--- config.mk ---
export PLATFORM = sky130hd
export DESIGN_NAME = hazard_log_ctrl_flat
export DESIGN_NICKNAME = d
export VERILOG_FILES = /design/src/rtl/hazard_pkg.sv /design/src/rtl/hazard_log_ctrl_if.sv /design/src/rtl/hazlog_fifo.sv /design/src/rtl/hazard_log_ctrl.sv /design/src/flat_wrapper.sv
export SDC_FILE = /design/constraint.sdc
export NUM_CORES = 1
export LEC_CHECK = 0
export CAP_MARGIN = 0
export CORE_ASPECT_RATIO = 0.9
export CORE_UTILIZATION = 45
export CTS_BUF_LIST = sky130_fd_sc_hd__clkbuf_16
export DETAILED_ROUTE_END_ITERATION = 7
export MAX_ROUTING_LAYER = met4
export PLACE_DENSITY = 0.66
export SLEW_MARGIN = 15
export SYNTH_ARGS = -nofsm -noshare
export SYNTH_HDL_FRONTEND = slang
export SYNTH_SLANG_ARGS = --single-unit
--- constraint.sdc ---
create_clock -name clk -period 7.4 [get_ports clk]
set_input_delay 1.48 -clock clk [delete_from_list [all_inputs] [get_ports clk]]
set_output_delay 1.48 -clock clk [all_outputs]
set_load 0.01 [all_outputs]
--- src/rtl/hazard_pkg.sv ---
// Shared record layout, hazard kind encodings and control FSM states for the hazard log.
// Combinational helpers only: zero latency, no flow control.
// Backpressure: not applicable.
package hazard_pkg;

    localparam int PROD_W = 3;
    localparam int CONS_W = 3;
    localparam int KIND_W = 2;
    localparam int REC_W  = 8;

    localparam int PROD_MSB = 7;
    localparam int PROD_LSB = 5;
    localparam int CONS_MSB = 4;
    localparam int CONS_LSB = 2;
    localparam int KIND_MSB = 1;
    localparam int KIND_LSB = 0;

    localparam logic [KIND_W-1:0] KIND_NONE     = 2'b00;
    localparam logic [KIND_W-1:0] KIND_RAW_EX   = 2'b01;
    localparam logic [KIND_W-1:0] KIND_RAW_MEM  = 2'b10;
    localparam logic [KIND_W-1:0] KIND_LOAD_USE = 2'b11;

    typedef enum logic [1:0] {
        ST_RUN    = 2'b00,
        ST_FROZEN = 2'b01,
        ST_FLUSH  = 2'b10
    } state_e;

    typedef logic [REC_W-1:0] rec_t;

    function automatic rec_t pack_rec(input logic [PROD_W-1:0] prod,
                                      input logic [CONS_W-1:0] cons,
                                      input logic [KIND_W-1:0] kind);
        rec_t r;
        r                    = '0;
        r[PROD_MSB:PROD_LSB] = prod;
        r[CONS_MSB:CONS_LSB] = cons;
        r[KIND_MSB:KIND_LSB] = kind;
        return r;
    endfunction

endpackage

--- src/rtl/hazard_log_ctrl_if.sv ---
// Event input and record readout bundle between the HDU/display side and the hazard log.
// Wires only: zero latency.
// Backpressure: rd_ready from the display stalls the readout head.
interface hazard_log_ctrl_if;

    logic                            ev_valid;
    logic [hazard_pkg::PROD_W-1:0]   ev_prod;
    logic [hazard_pkg::CONS_W-1:0]   ev_cons;
    logic [hazard_pkg::KIND_W-1:0]   ev_kind;
    logic                            rd_valid;
    logic                            rd_ready;
    logic [hazard_pkg::REC_W-1:0]    rd_data;

    modport master (
        output ev_valid, ev_prod, ev_cons, ev_kind, rd_ready,
        input  rd_valid, rd_data
    );

    modport slave (
        input  ev_valid, ev_prod, ev_cons, ev_kind, rd_ready,
        output rd_valid, rd_data
    );

endinterface

--- src/rtl/hazlog_fifo.sv ---
// Circular record store with pointers, occupancy and an oldest-first flattened snapshot.
// Latency: a pushed record appears on rdata/hazard_mem one cycle after the push edge.
// Backpressure: none internally; the caller must never push when full without popping.
module hazlog_fifo
    import hazard_pkg::*;
#(
    parameter int DEPTH = 8
)(
    input  logic                     clk,
    input  logic                     rst,
    input  logic                     clr,
    input  logic                     push,
    input  logic                     pop,
    input  rec_t                     wdata,
    output rec_t                     rdata,
    output logic [$clog2(DEPTH):0]   count,
    output logic [DEPTH*REC_W-1:0]   hazard_mem
);

    localparam int PW = $clog2(DEPTH);
    localparam int CW = PW + 1;

    rec_t                   mem_q [DEPTH];
    rec_t                   mem_d [DEPTH];
    logic [PW-1:0]          wr_ptr_q, wr_ptr_d;
    logic [PW-1:0]          rd_ptr_q, rd_ptr_d;
    logic [CW-1:0]          cnt_q, cnt_d;
    logic [DEPTH*REC_W-1:0] flat_d, flat_q;

    always_comb begin
        mem_d    = mem_q;
        wr_ptr_d = wr_ptr_q;
        rd_ptr_d = rd_ptr_q;
        cnt_d    = cnt_q;
        if (clr) begin
            wr_ptr_d = '0;
            rd_ptr_d = '0;
            cnt_d    = '0;
        end else begin
            if (push) begin
                mem_d[wr_ptr_q] = wdata;
                wr_ptr_d        = wr_ptr_q + 1'b1;
            end
            if (pop) begin
                rd_ptr_d = rd_ptr_q + 1'b1;
            end
            case ({push, pop})
                2'b10:   cnt_d = cnt_q + 1'b1;
                2'b01:   cnt_d = cnt_q - 1'b1;
                default: cnt_d = cnt_q;
            endcase
        end
    end

    // Snapshot is built from next-state values so it is registered alongside count.
    always_comb begin
        flat_d = '0;
        for (int i = 0; i < DEPTH; i++) begin
            if (CW'(i) < cnt_d) begin
                flat_d[REC_W*i +: REC_W] = mem_d[rd_ptr_d + PW'(i)];
            end
        end
    end

    always_ff @(posedge clk) begin
        if (rst) begin
            for (int i = 0; i < DEPTH; i++) begin
                mem_q[i] <= '0;
            end
            wr_ptr_q <= '0;
            rd_ptr_q <= '0;
            cnt_q    <= '0;
            flat_q   <= '0;
        end else begin
            mem_q    <= mem_d;
            wr_ptr_q <= wr_ptr_d;
            rd_ptr_q <= rd_ptr_d;
            cnt_q    <= cnt_d;
            flat_q   <= flat_d;
        end
    end

    assign rdata      = mem_q[rd_ptr_q];
    assign count      = cnt_q;
    assign hazard_mem = flat_q;

endmodule

--- src/rtl/hazard_log_ctrl.sv ---
// RAW hazard event logger: RUN/FROZEN/FLUSH control, accept/dedup, saturating drop counter.
// Latency: accepted event visible on rd_data/hazard_mem/count one cycle later, no bypass.
// Backpressure: rd_ready stalls the head; a full log with no pop drops events (drop_cnt).
// Optional: HAZLOG_DEDUP_EN suppresses an event equal to the last record pushed.
module hazard_log_ctrl
    import hazard_pkg::*;
#(
    parameter int DEPTH = 8,
    parameter int CNT_W = 8
)(
    input  logic                     clk,
    input  logic                     rst,
    hazard_log_ctrl_if.slave         hif,
    input  logic                     freeze,
    input  logic                     flush,
    output logic [DEPTH*REC_W-1:0]   hazard_mem,
    output logic [$clog2(DEPTH):0]   count,
    output logic [CNT_W-1:0]         drop_cnt,
    output logic [1:0]               state
);

    localparam int CW = $clog2(DEPTH) + 1;

    state_e state_q, state_d;
    logic   clr, pop, accept, dup, full, push, drop;
    rec_t   rec;

    assign rec = pack_rec(hif.ev_prod, hif.ev_cons, hif.ev_kind);

    always_ff @(posedge clk) begin
        if (rst) begin
            state_q <= ST_RUN;
        end else begin
            state_q <= state_d;
        end
    end

    always_comb begin
        state_d = state_q;
        case (state_q)
            ST_RUN: begin
                if (flush)       state_d = ST_FLUSH;
                else if (freeze) state_d = ST_FROZEN;
            end
            ST_FROZEN: begin
                if (flush)        state_d = ST_FLUSH;
                else if (!freeze) state_d = ST_RUN;
            end
            default: begin
                state_d = freeze ? ST_FROZEN : ST_RUN;
            end
        endcase
    end

    always_comb begin
        clr          = flush && (state_q != ST_FLUSH);
        hif.rd_valid = (count != '0) && (state_q != ST_FLUSH);
        pop          = hif.rd_valid && hif.rd_ready;
        accept       = (state_q == ST_RUN) && hif.ev_valid &&
                       (hif.ev_kind != KIND_NONE) && (hif.ev_prod != '0);
    end

    assign full = (count == CW'(DEPTH));
    assign push = accept && !dup && (!full || pop);
    assign drop = accept && !dup && full && !pop;

`ifdef HAZLOG_DEDUP_EN
    rec_t last_q;
    logic last_vld_q;

    assign dup = last_vld_q && (last_q == rec);

    always_ff @(posedge clk) begin
        if (rst) begin
            last_q     <= '0;
            last_vld_q <= 1'b0;
        end else if (clr) begin
            last_q     <= '0;
            last_vld_q <= 1'b0;
        end else if (push) begin
            last_q     <= rec;
            last_vld_q <= 1'b1;
        end
    end
`else
    assign dup = 1'b0;
`endif

    always_ff @(posedge clk) begin
        if (rst) begin
            drop_cnt <= '0;
        end else if (clr) begin
            drop_cnt <= '0;
        end else if (drop && (drop_cnt != '1)) begin
            drop_cnt <= drop_cnt + 1'b1;
        end
    end

    hazlog_fifo #(
        .DEPTH (DEPTH)
    ) u_fifo (
        .clk        (clk),
        .rst        (rst),
        .clr        (clr),
        .push       (push),
        .pop        (pop),
        .wdata      (rec),
        .rdata      (hif.rd_data),
        .count      (count),
        .hazard_mem (hazard_mem)
    );

    assign state = state_q;

endmodule

--- src/flat_wrapper.sv ---
// flat-port wrapper written by rule: the top's interface ports become plain ports
module hazard_log_ctrl_flat import hazard_pkg::*;
#(
    parameter int DEPTH = 8,
    parameter int CNT_W = 8
)
  (clk, rst, freeze, flush, hazard_mem, count, drop_cnt, state, hif_ev_valid, hif_ev_prod, hif_ev_cons, hif_ev_kind, hif_rd_ready, hif_rd_valid, hif_rd_data);
  hazard_log_ctrl_if hif_i ();
  input  logic clk;
  input  logic rst;
  input  logic freeze;
  input  logic flush;
  output logic [DEPTH*REC_W-1:0] hazard_mem;
  output logic [$clog2(DEPTH):0] count;
  output logic [CNT_W-1:0] drop_cnt;
  output logic [1:0] state;
  input wire logic [$bits(hif_i.ev_valid)-1:0] hif_ev_valid;
  input wire logic [$bits(hif_i.ev_prod)-1:0] hif_ev_prod;
  input wire logic [$bits(hif_i.ev_cons)-1:0] hif_ev_cons;
  input wire logic [$bits(hif_i.ev_kind)-1:0] hif_ev_kind;
  input wire logic [$bits(hif_i.rd_ready)-1:0] hif_rd_ready;
  output wire logic [$bits(hif_i.rd_valid)-1:0] hif_rd_valid;
  output wire logic [$bits(hif_i.rd_data)-1:0] hif_rd_data;
  assign hif_i.ev_valid = hif_ev_valid;
  assign hif_i.ev_prod = hif_ev_prod;
  assign hif_i.ev_cons = hif_ev_cons;
  assign hif_i.ev_kind = hif_ev_kind;
  assign hif_i.rd_ready = hif_rd_ready;
  assign hif_rd_valid = hif_i.rd_valid;
  assign hif_rd_data = hif_i.rd_data;
  hazard_log_ctrl #(.DEPTH(DEPTH), .CNT_W(CNT_W)) u_core (.clk(clk), .rst(rst), .hif(hif_i), .freeze(freeze), .flush(flush), .hazard_mem(hazard_mem), .count(count), .drop_cnt(drop_cnt), .state(state));
endmodule
==> metrics.yaml <==
place:
  io_buffers: 100
  gp_congestion: 0.978
  pre_cts_ws_ps: 1380
  dpl.hpwl_um: 24600
routing:
  drc: 0
  vias: 9026
  dr.pass1.iters: 6
  dr.first_iter.drc_count: 1398
  wirelength_um: 33800
  wl_per_cell_um: 25.6
  ant_nets: 0
  viasPerCell: 6.82
critical_path:
  path_cells: "clkdlybuf4s50_1 > o211ai_1 > nor2_1 > inv_1 > ha_1 > xor2_1 > ha_1 > a21oi_1 > mux2i_1 > xor2_1 > o211ai_2 > o211ai_1 > o22ai_1 > a221o_1"
  r2r_slack_ps: 2620
  r2r-start: "u_core.u_fifo.count[1]"
  cpLargestDelayFamily: "compound AO/OA/AOI/OAI gates"
  crit_fanout: 17
  cp.arrival_ps: 6000
  worst_setup_path_end_kind: "flop"
  start_kind: "input pin"
  cp_slowest_stage_delay_ps: 870
  critPathRequiredTime_ps: 7720
  cp_slowest_cell: "clkdlybuf4s50_1"
  cp-startpoint: "hif_ev_kind[0]"
  cp_num_buf_inv: 2
  crit_type: "in -> reg"
global_route:
  grt_pass1_wl_um: 50500
  overflow: 0
  antenna_found_initial: 0
  grt_pass1_vias: 8104
  track_usage: 0.357
  grt_max_degree: 70
floorplan:
  fp-row-count: 47
  die_area_um2: 19500
  die_h_um: 133
  die_x_um: 147
  core_area_um2: 18500
  start_util: 0.462
  ioPinCount: 101
timing:
  hold_viol_final: 0
  layout_min_cycle_time_ps: 5680
  maxSlewViolCount: 0
  achievable-frequency_mhz: 176
  tns_ps: 0
  fin_skew_ps: 11.2
  rsz0062_at_grt: "no"
  hold_ws_ps: 506
  worstMarginPinSlew_ps: 1160
  setup_violations: 0
  slew_headroom: 0.221
  fin_crit_sh: 0.768
  setup_ws_ps: 1720
clocking:
  clkLatencyLatePin_ps: 430
  path_clk_slew_ps: 60
  cts_tree: "built"
  cts_buffer_depth: 2
  clockRootBuffer: "clkbuf_16"
  cts_setup_buffers: 0
  hold_buffers: 0
  cts_max_level: 4
  ctsResizeCount: 0
  cts_buffers: 17
  clock_sinks: 148
yosys:
  synth_area_per_cell_um2: 8.52
  yosysTopAreaCellShare: 0.347
  synth_edf_count: 0
  synth_area_leader_cell: "dfxtp_1"
  netlist_instances: 1002
  ys.flop_type: "dfxtp_1"
  yosysMostFrequentCell: "dfxtp_1"
  yosysSeqAreaShare: 0.347
  async_reset_ff_frac: 0
  ys.warnings.count: 0
  synth_fp_nets: 1024
  netlist_top_cells_count: "dfxtp_1, nor2_1, nand2_1"
  ys_types: 72
  syn_area_um2: 8540
  ys_seq_elements: 148
  synth_area_leaders: "dfxtp_1, o22ai_1, nor2_1"
hold_path:
  holdCritStartpoint: "u_core.drop_cnt[7]"
  hold_path.class: "reg -> reg"
status:
  status: "completed"
power_and_ir_drop:
  pwr-share-comb: 0.108
  clockPowerShare: 0.459
  p_switching_mw: 0.486
  power_frac_seq: 0.433
  p_leak_nw: 3.65
  sw_frac_of_total: 0.259
  vdd_drop_max_uv: 164
  power_density_nw_per_um2: 183
  cellInternalPower_mw: 1.39
finish:
  antennaDiodeCount: 0
  layout.nets: 1090
  layout-drive-gt1-share: 0.101
  synthToLayoutAreaGrowth_pct: 19.8
run:
  max_cap_viol_count: 0
==> per-layer routing <==
metal | wire (µm) | share of wire | track usage
met1 | 13800 | 0.41 | 0.470
met2 | 14100 | 0.42 | 0.504
met3 | 4470 | 0.13 | 0.113
met4 | 1410 | 0.042 | 0.141
met5 | 0 | 0 | -
==> stage by stage <==
stage	utilization	cells	power (mW)	cell area [µm²]
after floorplan	-	1002	0.948	8540
after global placement	0.523	1294	1.02	9660
after detailed placement	0.523	1294	1.02	9660
after CTS	0.554	1324	1.87	10200
after global routing	0.554	1324	1.92	10200
final	0.554	1324	1.87	10200
==> final timing paths <==
| check | to | cells after the start |
|---|---|---|
| setup / recovery | u_core.u_fifo.hazard_mem[12] | 14 |
| hold / removal | u_core.drop_cnt[7] | 2 |
| setup reg to reg | u_core.u_fifo.hazard_mem[12] | 14 |
| hold reg to reg | u_core.drop_cnt[7] | 2 |
==> cell families (layout without fill, tap and decap cells) <==
group / after synthesis / in the layout / share of synthesized area
xor gates and xnor gates: 17 / 17 / 0.0183
DFF: 148 / 148 / 0.347
AOI/OAI and AO/OA: 352 / 352 / 0.304
adders and majority gates: 8 / 8 / 0.0117
buffers and inverters: 93 / 170 / 0.0469
and+or+nand+nor: 349 / 349 / 0.203
muxes: 35 / 35 / 0.0690
==> worst register-to-register path, cell delays in order, from the launching register on <==
cell and delay [ps]:
dfxtp_1 420, nor4b_1 570, a21boi_0 560, nor2_1 220
inv_1 180, ha_1 320, xor2_1 110, ha_1 190
a21oi_1 140, mux2i_1 240, xor2_1 400, o211ai_2 240
o211ai_1 630, o22ai_1 170, a221o_1 290
==> state kept, by name (all words and copies together), names as in the netlist <==
| register | cells |
|---|---|
| u_core.u_fifo.rd_ptr_q | 3 |
| u_core.u_fifo.hazard_mem | 64 |
| u_core.u_fifo.mem_q | 64 |
| u_core.u_fifo.wr_ptr_q | 3 |
| u_core.state | 2 |
| u_core.drop_cnt | 8 |
| u_core.u_fifo.count | 4 |
==> layout make-up <==
class	count	area (µm²)
fillers	1713	8240
multi-input cells	761	5170
flip-flops and latches	148	2960
repair buffers	118	1130
clock buffers	17	425
well taps	245	307
clock inverters	13	144
inverters	22	82.6
==> layout by cell type (no fill, tap or decap), types with 4 or more instances in the layout <==
cell type,instances
xnor2_1,5
o21ai_1,4
xor2_1,11
o211ai_1,6
nand4_1,7
a22oi_1,8
and3_1,37
a211oi_2,8
o32ai_1,8
inv_1,20
o221ai_1,24
buf_4,18
clkdlybuf4s50_1,99
mux4_2,16
ha_1,8
mux2i_1,6
clkbuf_16,17
a211oi_1,27
nand3_1,11
nor2b_1,10
a221o_1,24
a211o_1,8
clkinv_1,5
o21ai_0,15
o22ai_1,81
a22o_1,32
nor2_1,114
o221a_2,14
nand2_1,87
a21oi_1,75
dfxtp_1,148
nand2b_1,7
mux2_2,8
nor4_1,7
or3_1,19
nor4b_1,9
nor3_1,20
==> power groups by stage <==
stage | logic, mW | registers (mW) | clock network, mW
3_5_place_dp | 0.194 | 0.828 | 0
4_1_cts | 0.195 | 0.810 | 0.867
2_1_floorplan | 0.121 | 0.827 | 0
5_1_grt | 0.213 | 0.811 | 0.898
3_3_place_gp | 0.194 | 0.828 | 0
6_report | 0.203 | 0.811 | 0.860
(Power assumes the default switching activity.)
